==> config.mk <==
export PLATFORM = sky130hd
export DESIGN_NAME = seg_scan_flat
export DESIGN_NICKNAME = d
export VERILOG_FILES = /design/src/rtl/seg_scan_if.sv /design/src/rtl/seg_scan.sv /design/src/flat_wrapper.sv
export SDC_FILE = /design/constraint.sdc
export NUM_CORES = 1
export LEC_CHECK = 0
export CORE_UTILIZATION = 35
export DETAILED_ROUTE_END_ITERATION = 6
export PLACE_DENSITY = 0.53
export REMOVE_ABC_BUFFERS = 1
export SYNTH_ARGS = -nofsm -noshare
export SYNTH_HDL_FRONTEND = slang
export SYNTH_SLANG_ARGS = --single-unit
==> constraint.sdc <==
create_clock -name clk_i -period 5.8 [get_ports clk_i]
set_input_delay 0.87 -clock clk_i [delete_from_list [all_inputs] [get_ports clk_i]]
set_output_delay 0.87 -clock clk_i [all_outputs]
set_load 0.01 [all_outputs]
==> src/rtl/seg_scan_if.sv <==
// Bus bundle for the seg_scan display driver: the data/strobe inputs plus
// the scanned display pins and status flags.
interface seg_scan_if;
    logic [15:0] value_i;
    logic [3:0]  blank_i;
    logic [3:0]  dp_i;
    logic        load_i;
    logic [3:0]  an_o;
    logic [6:0]  seg_o;
    logic        dp_o;
    logic        frame_o;
    logic        pending_o;

    // Producer of display values; observes the pins.
    modport master (
        output value_i, blank_i, dp_i, load_i,
        input  an_o, seg_o, dp_o, frame_o, pending_o
    );

    // The display driver itself.
    modport slave (
        input  value_i, blank_i, dp_i, load_i,
        output an_o, seg_o, dp_o, frame_o, pending_o
    );
endinterface

==> src/rtl/seg_scan.sv <==
// Four-digit time-multiplexed seven-segment driver with a double-buffered
// value: loads land in a pending buffer and are committed to the display
// buffer only when the scan wraps back to digit 0.
//
// Handshake: load_i is a single-cycle strobe with no ready; every strobe is
// accepted and overwrites any not-yet-committed pending data.
module seg_scan #(
    parameter int REFRESH_DIV = 100000
) (
    input logic      clk_i,
    input logic      rst_ni,
    seg_scan_if.slave bus
);
    localparam int CW = $clog2(REFRESH_DIV);

    logic [CW-1:0] div_cnt;
    logic [1:0]    digit_q;

    logic [15:0]   pend_val;
    logic [3:0]    pend_blank;
    logic [3:0]    pend_dp;
    logic          pend;

    logic [15:0]   disp_val;
    logic [3:0]    disp_blank;
    logic [3:0]    disp_dp;

    logic [3:0]    an_q;
    logic [6:0]    seg_q;
    logic          dp_q;
    logic          frame_q;

    logic          tick;
    logic          wrap;
    logic          commit;
    logic [1:0]    digit_nxt;
    logic [15:0]   sel_val;
    logic [3:0]    sel_blank;
    logic [3:0]    sel_dp;
    logic [3:0]    nib;

    // Active-low segment pattern {g,f,e,d,c,b,a} for one hex digit.
    function automatic logic [6:0] hex7(input logic [3:0] h);
        logic [6:0] s;
        case (h)
            4'h0:    s = 7'b1000000;
            4'h1:    s = 7'b1111001;
            4'h2:    s = 7'b0100100;
            4'h3:    s = 7'b0110000;
            4'h4:    s = 7'b0011001;
            4'h5:    s = 7'b0010010;
            4'h6:    s = 7'b0000010;
            4'h7:    s = 7'b1111000;
            4'h8:    s = 7'b0000000;
            4'h9:    s = 7'b0010000;
            4'hA:    s = 7'b0001000;
            4'hB:    s = 7'b0000011;
            4'hC:    s = 7'b1000110;
            4'hD:    s = 7'b0100001;
            4'hE:    s = 7'b0000110;
            default: s = 7'b0001110;
        endcase
        return s;
    endfunction

    // Tick/wrap detection and selection of the data the next digit decodes
    // from; on a committing wrap the freshly committed data is used directly.
    always_comb begin
        tick      = (div_cnt == CW'(REFRESH_DIV - 1));
        wrap      = tick && (digit_q == 2'd3);
        commit    = wrap && pend;
        digit_nxt = digit_q + 2'd1;
        sel_val   = commit ? pend_val   : disp_val;
        sel_blank = commit ? pend_blank : disp_blank;
        sel_dp    = commit ? pend_dp    : disp_dp;
        nib       = sel_val[{digit_nxt, 2'b00} +: 4];
    end

    // Scan counter, buffers and registered display outputs.
    always_ff @(posedge clk_i or negedge rst_ni) begin
        if (!rst_ni) begin
            div_cnt    <= '0;
            digit_q    <= 2'd3;
            pend_val   <= '0;
            pend_blank <= '0;
            pend_dp    <= '0;
            pend       <= 1'b0;
            disp_val   <= '0;
            disp_blank <= '0;
            disp_dp    <= '0;
            an_q       <= 4'b1111;
            seg_q      <= 7'h7F;
            dp_q       <= 1'b1;
            frame_q    <= 1'b0;
        end else begin
            if (tick) begin
                div_cnt <= '0;
                digit_q <= digit_nxt;
                frame_q <= wrap;
                if (sel_blank[digit_nxt]) begin
                    an_q  <= 4'b1111;
                    seg_q <= 7'h7F;
                    dp_q  <= 1'b1;
                end else begin
                    an_q  <= ~(4'b0001 << digit_nxt);
                    seg_q <= hex7(nib);
                    dp_q  <= ~sel_dp[digit_nxt];
                end
                if (commit) begin
                    disp_val   <= pend_val;
                    disp_blank <= pend_blank;
                    disp_dp    <= pend_dp;
                    pend       <= 1'b0;
                end
            end else begin
                div_cnt <= div_cnt + 1'b1;
                frame_q <= 1'b0;
            end
            // A load on the commit edge refills the pending buffer after the
            // old contents have been committed, so pend stays set.
            if (bus.load_i) begin
                pend_val   <= bus.value_i;
                pend_blank <= bus.blank_i;
                pend_dp    <= bus.dp_i;
                pend       <= 1'b1;
            end
        end
    end

    assign bus.an_o      = an_q;
    assign bus.seg_o     = seg_q;
    assign bus.dp_o      = dp_q;
    assign bus.frame_o   = frame_q;
    assign bus.pending_o = pend;

endmodule
==> src/flat_wrapper.sv <==
// flat-port wrapper written by rule: the top's interface ports become plain ports
module seg_scan_flat 
#(
    parameter int REFRESH_DIV = 100000
)
  (clk_i, rst_ni, bus_value_i, bus_blank_i, bus_dp_i, bus_load_i, bus_an_o, bus_seg_o, bus_dp_o, bus_frame_o, bus_pending_o);
  seg_scan_if bus_i ();
  input logic clk_i;
  input logic rst_ni;
  input wire logic [$bits(bus_i.value_i)-1:0] bus_value_i;
  input wire logic [$bits(bus_i.blank_i)-1:0] bus_blank_i;
  input wire logic [$bits(bus_i.dp_i)-1:0] bus_dp_i;
  input wire logic [$bits(bus_i.load_i)-1:0] bus_load_i;
  output wire logic [$bits(bus_i.an_o)-1:0] bus_an_o;
  output wire logic [$bits(bus_i.seg_o)-1:0] bus_seg_o;
  output wire logic [$bits(bus_i.dp_o)-1:0] bus_dp_o;
  output wire logic [$bits(bus_i.frame_o)-1:0] bus_frame_o;
  output wire logic [$bits(bus_i.pending_o)-1:0] bus_pending_o;
  assign bus_i.value_i = bus_value_i;
  assign bus_i.blank_i = bus_blank_i;
  assign bus_i.dp_i = bus_dp_i;
  assign bus_i.load_i = bus_load_i;
  assign bus_an_o = bus_i.an_o;
  assign bus_seg_o = bus_i.seg_o;
  assign bus_dp_o = bus_i.dp_o;
  assign bus_frame_o = bus_i.frame_o;
  assign bus_pending_o = bus_i.pending_o;
  seg_scan #(.REFRESH_DIV(REFRESH_DIV)) u_core (.clk_i(clk_i), .rst_ni(rst_ni), .bus(bus_i));
endmodule
## Yosys cells after proc, flatten, opt, wreduce, memory -nomap -nowiden

Memories as Yosys holds them, arrays and structs flattened.
Index checks and enable logic that the tools add are counted.

| operators by class | value |
|---|---|
| multiplexer cells | 15 |
| equality and inequality tests | 2 |
| reductions and logical operators | 5 |
| bitwise operators | 2 |
| $add $sub $neg | 2 |
| order comparisons | 1 |
| shifts and indexed selects | 2 |

Operator list:

| operator | number |
|---|---|
| $add A17 B1 Y17 const B | 1 |
| $eq A17 B17 Y1 const B | 1 |
| $mux W17 | 1 |
| $mux W16 | 1 |
| $shiftx A16 B5 Y4 | 1 |
| $mux W4 | 3 |
| $mux W1 | 7 |
| $mux W7 | 1 |
| $bmux W1 S2 | 2 |
| $not A4 Y4 | 1 |
| $reduce_bool A2 Y1 | 2 |
| $shl A1 B2 Y4 const A | 1 |
| $lt A2 B3 Y1 const B | 1 |
| $add A2 B1 Y2 const B | 1 |
| $eq A2 B2 Y1 const B | 1 |
| $logic_and A1 B1 Y1 | 2 |
| $reduce_and A2 Y1 | 1 |
| $not A1 Y1 | 1 |

| word-level totals | value |
|---|---|
| input bits | 27 |
| memories | 1 |
| word-level logic and storage cells | 43 |
| output and inout port bits | 14 |
| ROM bits | 112 |
| register bits | 81 |

Memory list:

| name | words | bits a word | rd ports | clocked after Yosys merged registers in | write ports | RTL line | source |
|---|---|---|---|---|---|---|---|
| (no name shown) | 16 | 7 | 1 | 0 | 0 | seg_scan.sv:45 | `case (h)` |

## Logic depth before layout (Yosys ltp)

Gate-level depths: netlist of the first run.

| depth | value |
|---|---|
| depth in word-level cells | 8 |
| depth in mapped cells | 15 |
| mapped depth without buffers | 12 |

## Least setup slack after synthesis of the first run

No wires, ideal clock.

| path | value |
|---|---|
| path kind | reg2reg |
| start point | register u_core.div_cnt[0] |
| end point | register u_core.seg_q[3] (netlist: u_core.bus.seg_o[3]) |
| setup time | 0.090 ns |
| stages on the path, launching flop included | 15 |
| data arrival time | 2.986 ns |
| setup slack | 2.725 ns |
| path buffers | 3 |
| required time | 5.710 ns |
| period minus slack after synthesis | 3.075 ns |
| cell sequence | dfrtp_1 ha_1 and4_4 and4_4 and3_4 buf_6 buf_6 buf_2 mux4_2 mux2i_1 inv_1 ha_1 mux2_2 mux2i_1 a21oi_1 |

| on the way | value |
|---|---|
| cells in the longest elaborated chain, start to end | 7 |
| elaborated cells between the ends (all ways) | 10 |
| classes of those cells | eq/ne: 1; shift: 1; mux: 5; reduce/logical: 2; memory: 1 |

Ends and longest elaborated chain:

| element | RTL line | source |
|---|---|---|
| start, declared | seg_scan.sv:16 | `logic [CW-1:0] div_cnt;` |
| start signal, assigned | seg_scan.sv:116 | `div_cnt <= div_cnt + 1'b1;` |
| $eq A17 B17 Y1 (*) | seg_scan.sv:69 | `tick = (div_cnt == CW'(REFRESH_DIV - 1));` |
| $logic_and A1 B1 Y1 | seg_scan.sv:70 | `wrap = tick && (digit_q == 2'd3);` |
| $logic_and A1 B1 Y1 | seg_scan.sv:71 | `commit = wrap && pend;` |
| $mux W16 / $mux W4 (equally long branches) | - |  |
| $shiftx A16 B5 Y4 / $bmux W1 S2 (equally long branches) | seg_scan.sv:76, seg_scan.sv:100 |  |
| $mem_v2 Z16 W7 / $mux W1 (equally long branches) | - |  |
| $mux W7 | seg_scan.sv:100 | `if (sel_blank[digit_nxt]) begin` |
| end signal, assigned | seg_scan.sv:106 | `seg_q <= hex7(nib);` |
| end, declared | seg_scan.sv:29 | `logic [6:0] seg_q;` |

Mark *: on every way between the ends. The rest lies on a longest branch, timed or not. The select of a mux whose other input is x is not followed.
A chain may end at the register's enable or synchronous reset.

## Worst setup path after layout of the first run

Ends and elaborated chain as after synthesis.

==> key figures, run 1 <==
Timing
  – Hold slack: ~0.44 ns
  – Max Freq: between 0.2 and 0.3 GHz
  – Clock Skew: approximately 0.020 ns
  – Final setup viols: 0
  – Worst slew pin tran: 1.15 ns
  – Fin. Hold Viols: 0
  – Max-slew headroom: 0.230
  – Period utilisation layout: 0.644
  – Setup TNS: 0 ns
  – Min Tclk post-route: about 3.7 ns
  – RSZ-0062 raised after global routing: no
  – Slew Viols, Final: 0

CTS
  – Clock sinks: between 80 and 90
  – Resize count post-CTS: 0
  – Clk_lat worst skew: 0.35 ns
  – CTS H-Tree Depth: 3
  – Post-CTS Setup Bufs: 0
  – Clock root buffer: clkbuf_8
  – CTS tree: yes
  – CTS Buf Count: 9
  – Maximum root-to-sink buffer count: 2
  – Reg clk slew, reported paths: 0.10 ns
  – Cts hold-fix bufs: 0

Power and ir drop
  – Net Sw Power: 253 uW
  – Leak: 1.95 nW
  – Clock share of power: 0.370
  – Internal cell power: 772 uW
  – Combinational Power Share: 0.051
  – Switching Fraction: 0.247
  – Power Dens Cells: 233 nW/um2
  – Peak supply drop: 0.115 mV
  – Pwr Total: 1.03 mW
  – Sequential power share: 0.579

Route
  – Routed WL: around 6600 um
  – Drt drc: 0
  – Drt first-iter violations: 87
  – Met2 routed WL: 2800 um
  – Final ANT Viol Nets: 0
  – Uppermost layer routed: met4
  – Vias: 2219
  – Initial DRT Pass Iterations: 4
  – Vias/cell: between 4 and 5
  – WL per Instance: 14.4 um
  – M1 WL: 3550 um
  – Routed wl met3: 234 um

Floorplanning
  – Die Area: roughly 11000 um2
  – Core ar.: ~10000 um2
  – Die Ht: approximately 110 um
  – Num ports: 41
  – Core Rows: 37
  – Initial Util: 0.362
  – Chip width: between 100 and 150 um

Critical path
  – CP max stage delay: 0.81 ns
  – Reg-to-reg startpoint: u_core.div_cnt[0]
  – Critical path fanouts, max: 31
  – Cell at the slowest stage of the critical path: mux2i_1
  – Reg2reg path depth: 9
  – CP Capture Type: flip-flop
  – Reg2reg setup slack: 2.07 ns
  – CP Data Arrival Time: 3.99 ns
  – Worst path cell trace: ha_1 -> and4_4 -> and4_4 -> and3_4 -> mux4_2 -> mux2i_1 -> mux2_2 -> mux2i_1 -> a21oi_1
  – Worst Setup Path Type: reg2reg
  – Required time worst endpoint: 6.05 ns
  – Setup crit start kind: flip-flop
  – R2R Path End: u_core.bus.seg_o[3]

Cells and area
  – Area occupied by multi-input gates: between 1500 and 2000 um2
  – Layout cells sized above 1: 0.293
  – ANT cells: 0
  – FF+latch area: 2040 um2
  – # fillers: roughly 980
  – Fin nets: 357
  – Area growth from synthesis to layout: 18.1%
  – Core Util, Final: 0.427

Global routing
  – Largest net degree at the start of global routing: 49
  – GRT Util Overall: 0.132
  – Vias in the first global route: 2238
  – First-pass GRT wire length: roughly 11000 um
  – Congestion Overflow GR: 0
  – Initial antenna violation count: 0

Synth
  – FFs w/ async S/R, synth: 1.00
  – Post-Syn Area per Cell: 13.3 um2
  – Most numerous cell in the Yosys netlist: dfrtp_1
  – Synth warn: 0
  – Yosys reg bits: just over 80
  – Synth top area share: 0.449
  – Post-Syn Instances: 281
  – Synth Flop Type: dfrtp_1
  – Synth area leader: dfrtp_1
  – Post-synth EDFFs: 0
  – Post-synth top cells: 67 x dfrtp_1, 48 x mux2_2, 24 x nor2_1
  – Largest cells by area after synthesis: dfrtp_1 45%, mux2_2 14%, dfstp_2 9.9%, mux4_2 5.4%, ha_1 3.7%
  – Mapped Area: 3730 um2
  – Synth cell types: 39
  – Seq/Total Area, Yosys: 0.548

Run
  – Max cap viols: 0

Place
  – Final GP Congestion: 0.763
  – Post-DP HPWL: 4630 um
  – Count of input and output buffers: 40

Worst hold path
  – Worst hold path type: in2async

Status
  – Outcome: finished clean
==> power groups by stage <==
stage / Combinational [mW] / Clock (mW) / Sequential [mW]
after floorplan: 0.0193 / 0 / 0.599
after global placement: 0.0526 / 0 / 0.605
after detailed placement: 0.0536 / 0 / 0.605
after CTS: 0.0538 / 0.394 / 0.594
after global routing: 0.0583 / 0.419 / 0.597
final: 0.0518 / 0.380 / 0.594
==> state kept, by name, summed over array words and instances, names as in the netlist <==
name and cells:
u_core.bus.an_o 4, u_core.bus.dp_o 1, u_core.bus.frame_o 1, u_core.bus.pending_o 1, u_core.bus.seg_o 7, u_core.digit_q 2, u_core.disp_blank 4, u_core.disp_dp 4
u_core.disp_val 16, u_core.div_cnt 17, u_core.pend_blank 4, u_core.pend_dp 4, u_core.pend_val 16
==> cell families after synthesis <==
group | count (synthesis) | synth area share
buf+inv | 25 | 0.0322
compound gates | 19 | 0.0312
xor+xnor | 17 | 0.0399
simple gates | 61 | 0.0848
mux | 67 | 0.228
flops | 81 | 0.548
fa+ha+maj | 11 | 0.0369
==> critical path, delay by kind of cell (launching register included) <==
| kind | cells | cell delay, ns |
|---|---|---|
| multiplexers | 4 | 1.71 |
| flip-flops | 1 | 0.40 |
| AO/OA/AOI/OAI | 1 | 0.08 |
| adder cells (fa/ha/maj) | 1 | 0.22 |
| AND/OR/NAND/NOR | 3 | 1.22 |
==> stage by stage <==
stage,cells,area (um2),setup WS (ns)
6_report,460,4410,2.07
3_3_place_gp,444,4230,2.12
3_5_place_dp,444,4230,2.08
4_1_cts,460,4410,2.04
5_1_grt,460,4410,1.83
2_1_floorplan,267,3650,2.54
==> layout by cell type (no fill, tap or decap), types with 2 or more instances in the layout <==
cell | synthesis | final
xnor2_1 | 10 | 10
inv_1 | 9 | 9
nor2_1 | 24 | 24
and3_1 | 4 | 4
buf_4 | 0 | 2
mux2i_1 | 8 | 8
dfstp_2 | 14 | 14
xor2_1 | 7 | 7
and4_4 | 2 | 2
nand3_1 | 11 | 11
clkbuf_8 | 0 | 9
nor4bb_1 | 2 | 2
clkinvlp_4 | 0 | 3
inv_6 | 0 | 2
o21ai_1 | 2 | 2
clkdlybuf4s50_1 | 0 | 39
ha_1 | 11 | 11
inv_2 | 2 | 2
mux4_2 | 9 | 9
mux2_2 | 48 | 48
a21oi_1 | 6 | 6
nand4_1 | 2 | 2
dfrtp_1 | 67 | 67
nand2_1 | 8 | 8
a31oi_1 | 6 | 6
==> final cells by class <==
type                            count  share of cell area
Clock inverter                      7              0.0122
Tap cell                          136              0.0386
Timing Repair Buffer               41              0.0920
Sequential cell                    81               0.464
Multi-Input combinational cell    175               0.356
Inverter                           11             0.00937
Clock buffer                        9              0.0281
==> routing by layer <==
metal,global-route usage,up-vias
met4,0.0392,0
met2,0.184,41
li1,-,1060
met5,0,-
met1,0.198,1112
met3,0.0353,6
==> worst max-delay path by stage <==
stage / from / end / cells after the start
after floorplan: u_core.div_cnt[0] / u_core.bus.seg_o[3] / 9
after global placement: u_core.div_cnt[0] / u_core.bus.seg_o[3] / 9
after detailed placement: u_core.div_cnt[12] / u_core.bus.seg_o[3] / 8
after CTS: u_core.div_cnt[12] / u_core.bus.seg_o[3] / 8
after global routing: u_core.div_cnt[12] / u_core.bus.seg_o[3] / 8
final: u_core.div_cnt[0] / u_core.bus.seg_o[3] / 9
No activity file was read; power rests on OpenSTA's default activity.
==> run 2, diff against run 1 <==
Settings changed: PLACE_DENSITY 0.53 to 0.55.
Clock period 5.8 ns to 3.3 ns, I/O delays scaled along.
==> run 2 against run 1 <==
  * Design area rose by 2.6%
  * Critical path depth rose by 2
  * Setup slack got worse by 1.8 ns
  * Total power rose by 90%
  * Combinational power rose by 73%
  * Via count did not move
  * Clock power rose by 110%
  * Sequential share of layout area fell by 1.2 points
  * Critical endpoint unchanged
  * Fmax rose by 22%
  * Routed wire length fell by 1.1%
  * First-iteration DRC count fell by 34%
==> key figures, run 2 (synthesis results as in run 1) <==
Cells and area
  – Core Util, Final: 0.438 (+0.0111)
  – Layout cells sized above 1: 0.308 (+0.0149)
  – # fillers: 958 (-2.4%)
  – Largest register FFs: 17 (unchanged)
  – Layout Cells excl Fill: 467 (+1.5%)
  – Fin nets: 364 (+2.0%)
  – Largest regs: u_core.div_cnt x17, u_core.disp_val x16, u_core.pend_val x16
  – FF+latch area: 2040 um2 (unchanged)
  – Commonest non-fill, non-tap cell in the layout: dfrtp_1
  – Most frequent cells in the layout: 67 x dfrtp_1, 48 x mux2_2, 39 x clkdlybuf4s50_1
  – Largest reg by FF count: u_core.div_cnt
  – Area growth from synthesis to layout: 21.1%
  – ANT cells: 0 (unchanged)
  – Area occupied by multi-input gates: 1570 um2 (unchanged)

Route
  – Vias: 2219 (unchanged)
  – Vias/cell: 4.75 (-1.5%)
  – Drt first-iter violations: 57 (-34%)
  – Final ANT Viol Nets: 0 (unchanged)
  – Drt drc: 0 (unchanged)
  – Routed WL: 6570 um (-1.1%)
  – WL per Instance: 14.1 um (-2.6%)
  – Initial DRT Pass Iterations: 4 (unchanged)

Critical path
  – Crit path buffers/inverters: 2 (+2)
  – Critical path fanouts, max: 15 (-52%)
  – Worst Setup Path Type: reg2reg
  – Reg2reg path depth: 11 (+2)
  – R2R Path End: u_core.bus.seg_o[3]
  – CP Capture Type: flip-flop
  – Worst path cell trace: ha_1 -> and4_4 -> and4_4 -> and3_4 -> buf_4 -> mux4_2 -> mux2i_1 -> buf_12 -> mux2_2 -> mux2i_1 -> a21oi_1
  – Reg2reg setup slack: 0.23 ns (-1.83 ns)
  – Required time worst endpoint: 3.56 ns (-2.49 ns)
  – Reg-to-reg startpoint: u_core.div_cnt[0]
  – Setup crit start kind: flip-flop
  – Crit path max-delay family: multiplexers
  – CP Data Arrival Time: 3.33 ns (-0.66 ns)
  – Cell at the slowest stage of the critical path: dfrtp_1
  – CP max stage delay: 0.40 ns (-0.41 ns)

CTS
  – CTS Buf Count: 9 (unchanged)
  – CTS H-Tree Depth: 3 (unchanged)
  – Clock sinks: 81 (unchanged)
  – CTS tree: yes
  – Resize count post-CTS: 0 (unchanged)
  – Reg clk slew, reported paths: 0.09 ns (about the same)
  – Cts hold-fix bufs: 0 (unchanged)
  – Clk_lat worst skew: 0.35 ns (about the same)
  – Maximum root-to-sink buffer count: 2 (unchanged)
  – Clock root buffer: clkbuf_8
  – Post-CTS Setup Bufs: 0 (unchanged)

Floorplanning
  – Chip width: 105 um (unchanged)
  – Initial Util: 0.362 (unchanged)
  – Die Area: 11100 um2 (unchanged)
  – Num ports: 41 (unchanged)
  – Core ar.: 10300 um2 (unchanged)
  – Die Ht: 105 um (unchanged)
  – Core Rows: 37 (unchanged)

Power and ir drop
  – Power Dens Cells: 431 nW/um2 (+85%)
  – Leak: 2.02 nW (+3.6%)
  – Peak supply drop: 0.225 mV (+96%)

Global routing
  – First-pass GRT wire length: 11300 um (-0.42%)
  – Congestion Overflow GR: 0 (unchanged)
  – Initial antenna violation count: 0 (unchanged)
  – Vias in the first global route: 2259 (+0.94%)
  – Largest net degree at the start of global routing: 82 (+67%)
  – GRT Util Overall: 0.130 (-0.00142)

Timing
  – Max-slew headroom: 0.316 (+0.0860)
  – Period utilisation layout: 0.929 (+0.285)
  – Min Tclk post-route: 3.07 ns (-0.669 ns)
  – RSZ-0062 raised after global routing: no
  – Clock Skew: 0.0130 ns (-0.00680 ns)
  – Final setup viols: 0 (unchanged)
  – Max Freq: 0.326 GHz (+22%)
  – Setup TNS: 0 ns (unchanged)
  – Fin. Hold Viols: 0 (unchanged)
  – Slew Viols, Final: 0 (unchanged)
  – Worst slew pin tran: 1.03 ns (-0.125 ns)

Run
  – Max cap viols: 0 (unchanged)

Place
  – Final GP Congestion: 0.745 (-2.3%)
  – Post-DP HPWL: 4470 um (-3.5%)
  – Placed cells: 451 (+1.6%)
  – Count of input and output buffers: 40 (unchanged)

Worst hold path
  – Worst hold path type: in2async

Status
  – Outcome: finished clean
## run 2: how the worst max path moves through the flow
stage | slack, ns | to | start | cells past startpoint
2_1_floorplan | 0.04 | u_core.bus.seg_o[3] | u_core.div_cnt[0] | 9
3_3_place_gp | 0.26 | u_core.bus.seg_o[3] | u_core.div_cnt[11] | 10
3_5_place_dp | 0.25 | u_core.bus.seg_o[3] | u_core.div_cnt[0] | 11
4_1_cts | 0.20 | u_core.bus.seg_o[3] | u_core.div_cnt[0] | 11
5_1_grt | 0.02 | u_core.bus.seg_o[3] | u_core.div_cnt[0] | 12
6_report | 0.23 | u_core.bus.seg_o[3] | u_core.div_cnt[0] | 11
## run 2: where the power goes
part	leakage (nW)	switching (mW)	total, mW	internal (mW)
Combinational	0.901	0.0342	0.0898	0.0557
Sequential	1.01	0.0205	1.04	1.02
Clock	0.113	0.368	0.817	0.449
Total	2.02	0.422	1.95	1.53
## run 2: stage by stage
step | setup slack [ns] | hold WS [ns] | power, mW | instance area, um2
2_1_floorplan | 0.0355 | 0.199 | 1.09 | 3650
3_3_place_gp | 0.264 | 0.461 | 1.15 | 4300
3_5_place_dp | 0.246 | 0.481 | 1.16 | 4300
4_1_cts | 0.198 | 0.343 | 1.99 | 4520
5_1_grt | 0.0175 | 0.392 | 2.03 | 4520
6_report | 0.234 | 0.315 | 1.95 | 4520
## run 2: layout make-up
type,count,area share
Clock inverter,6,0.0199
Timing Repair Buffer,48,0.104
Inverter,11,0.00913
Sequential cell,81,0.452
Tap cell,136,0.0376
Multi-Input combinational cell,175,0.347
Clock buffer,10,0.0304
## run 2: routing by layer
layer / part of all wire / wire length, um / track usage / up-vias
met5: 0 / 0 / 0 / -
met3: 0.031 / 202 / 0.0315 / 10
li1: - / - / - / 1076
met4: 0.016 / 105 / 0.0513 / 0
met2: 0.43 / 2800 / 0.177 / 37
met1: 0.53 / 3460 / 0.197 / 1096
==> run 3, diff against run 2 <==
Settings changed: CAP_MARGIN set to 10, CORE_MARGIN set to 10.
==> run 3 against run 2 <==
  * Sequential cell count is the same
  * Hold slack lost 0.0047 ns
  * Core utilization shrank 0.46 points
  * Final cell count is the same
==> key figures, run 3 (synthesis results as in run 1) <==
Place
  – Post-DP HPWL: 4790 um (+7.2%)
  – Count of input and output buffers: 40 (unchanged)
  – Final GP Congestion: 0.769 (+3.2%)
  – Post-DP Area: 4300 um2 (unchanged)
  – Placed cells: 451 (unchanged)

CTS
  – Maximum root-to-sink buffer count: 2 (unchanged)
  – CTS Buf Count: 9 (unchanged)
  – Clock root buffer: clkbuf_8
  – Clock sinks: 81 (unchanged)
  – Clk_lat worst skew: 0.35 ns (about the same)
  – CTS tree: yes
  – Reg clk slew, reported paths: 0.08 ns (about the same)
  – CTS H-Tree Depth: 3 (unchanged)
  – Post-CTS Setup Bufs: 0 (unchanged)

Timing
  – Max Freq: 0.329 GHz (+0.81%)
  – Clock Skew: 0.0103 ns (-0.00268 ns)
  – Setup TNS: 0 ns (unchanged)
  – Min Tclk post-route: 3.04 ns (-0.0245 ns)
  – Fin. Hold Viols: 0 (unchanged)
  – Final setup viols: 0 (unchanged)
  – Period utilisation layout: 0.922 (-0.00743)
  – Slew Viols, Final: 0 (unchanged)
  – Max-slew headroom: 0.341 (+0.0255)
  – RSZ-0062 raised after global routing: no
  – Worst slew pin tran: 0.988 ns (-0.0382 ns)

Floorplanning
  – Initial Util: 0.360 (-0.00161)
  – Chip width: 123 um (+17%)
  – Num ports: 41 (unchanged)
  – Core ar.: 10400 um2 (+0.45%)
  – Core Rows: 37 (unchanged)
  – Die Ht: 123 um (+17%)
  – Die Area: 15200 um2 (+37%)

Route
  – Routed WL: 6880 um (+4.7%)
  – Final ANT Viol Nets: 0 (unchanged)
  – Vias: 2228 (+0.41%)
  – Vias/cell: 4.77 (+0.41%)
  – Drt first-iter violations: 107 (+88%)
  – WL per Instance: 14.7 um (+4.7%)
  – Initial DRT Pass Iterations: 4 (unchanged)
  – Drt drc: 0 (unchanged)

Global routing
  – Congestion Overflow GR: 0 (unchanged)
  – Initial antenna violation count: 0 (unchanged)
  – Vias in the first global route: 2394 (+6.0%)
  – GRT Util Overall: 0.0959 (-0.0342)
  – First-pass GRT wire length: 11700 um (+3.1%)
  – Largest net degree at the start of global routing: 82 (unchanged)

Power and ir drop
  – Leak: 2.00 nW (-1.0%)
  – Net Sw Power: 419 uW (-0.77%)
  – Combinational Power Share: 0.048 (+0.002)
  – Power Dens Cells: 411 nW/um2 (-4.6%)
  – Sequential power share: 0.564 (+0.029)
  – Clock share of power: 0.387 (-0.032)
  – Switching Fraction: 0.227 (+0.0101)
  – Internal cell power: 1.43 mW (-6.4%)
  – Peak supply drop: 0.189 mV (-16%)

Cells and area
  – Final Instance Area: 4500 um2 (-0.61%)
  – Area growth from synthesis to layout: 20.4%
  – Layout Cells excl Fill: 467 (unchanged)
  – Largest reg by FF count: u_core.div_cnt
  – ANT cells: 0 (unchanged)
  – Largest regs: u_core.div_cnt x17, u_core.disp_val x16, u_core.pend_val x16
  – Largest register FFs: 17 (unchanged)
  – # fillers: 1018 (+6.3%)
  – Commonest non-fill, non-tap cell in the layout: dfrtp_1
  – Layout cells sized above 1: 0.308 (unchanged)
  – Core Util, Final: 0.434 (-0.00461)
  – Fin nets: 364 (unchanged)
  – Most frequent cells in the layout: 67 x dfrtp_1, 48 x mux2_2, 39 x clkdlybuf4s50_1

Critical path
  – Reg2reg setup slack: 0.26 ns (+0.02 ns)
  – Reg2reg path depth: 12 (+1)
  – Cell at the slowest stage of the critical path: dfrtp_1
  – Setup crit start kind: flip-flop
  – CP Capture Type: flip-flop
  – CP max stage delay: 0.39 ns (about the same)
  – Crit path max-delay family: multiplexers
  – CP Data Arrival Time: 3.30 ns (-0.03 ns)
  – Critical path fanouts, max: 13 (-2)
  – Worst path cell trace: ha_1 -> and4_4 -> and4_4 -> and3_4 -> buf_4 -> mux4_2 -> mux2i_1 -> inv_1 -> ha_1 -> mux2_2 -> mux2i_1 -> a21oi_1
  – Crit path buffers/inverters: 2 (unchanged)
  – R2R Path End: u_core.bus.seg_o[3]
  – Required time worst endpoint: 3.56 ns (about the same)
  – Worst Setup Path Type: reg2reg
  – Reg-to-reg startpoint: u_core.div_cnt[0]

Status
  – Outcome: finished clean

Worst hold path
  – Worst hold path type: in2async

Run
  – Max cap viols: 0 (unchanged)
## run 3: cell count changes in the layout (fill, tap and decap cells not counted), sizes merged
cell,before,now
clkinv,2,1
bufinv,2,1
clkinvlp,1,3
## run 3: routing by layer
layer / vias up / GRT usage / share of wire
met5: - / 0 / 0
met3: 4 / 0.0378 / 0.051
met2: 40 / 0.147 / 0.46
met4: 0 / 0.0269 / 0.0071
met1: 1112 / 0.123 / 0.48
li1: 1072 / - / -
## run 3: power by group through the flow
| stage | logic, mW | registers [mW] | clock network (mW) |
|---|---|---|---|
| after CTS | 0.0925 | 1.04 | 0.750 |
| after detailed placement | 0.0928 | 1.06 | 0 |
| after global placement | 0.0911 | 1.06 | 0 |
| final | 0.0890 | 1.04 | 0.716 |
| after floorplan | 0.0339 | 1.05 | 0 |
| after global routing | 0.0996 | 1.05 | 0.788 |
## run 3: through the flow
step / worst slack [ns] / total power, mW / hold slack (ns)
2_1_floorplan: 0.0355 / 1.09 / 0.199
3_3_place_gp: 0.243 / 1.15 / 0.459
3_5_place_dp: 0.210 / 1.16 / 0.473
4_1_cts: 0.169 / 1.89 / 0.352
5_1_grt: 0.0357 / 1.94 / 0.395
6_report: 0.259 / 1.85 / 0.311
## run 3: layout make-up
class	instances	area, um2	area share
Timing Repair Buffer	48	470	0.105
Sequential cell	81	2040	0.455
Multi-Input combinational cell	175	1580	0.350
Tap cell	136	170	0.0379
Inverter	11	41.3	0.00918
Clock inverter	6	66.3	0.0148
Clock buffer	10	128	0.0284
## run 3: how the worst max path moves through the flow
stage	startpoint	end	depth (start not counted)
floorplan	u_core.div_cnt[0]	u_core.bus.seg_o[3]	9
global placement	u_core.div_cnt[13]	u_core.bus.seg_o[0]	8
detailed placement	u_core.digit_q[0]	u_core.bus.seg_o[3]	10
CTS	u_core.div_cnt[12]	u_core.bus.seg_o[3]	11
global route	u_core.digit_q[0]	u_core.bus.seg_o[3]	10
finish	u_core.div_cnt[0]	u_core.bus.seg_o[3]	12
## run 3: repair_timing
action,CTS,global route
hold buffers,0,0
setup endpoints to repair,0,1
gates resized for setup,0,1
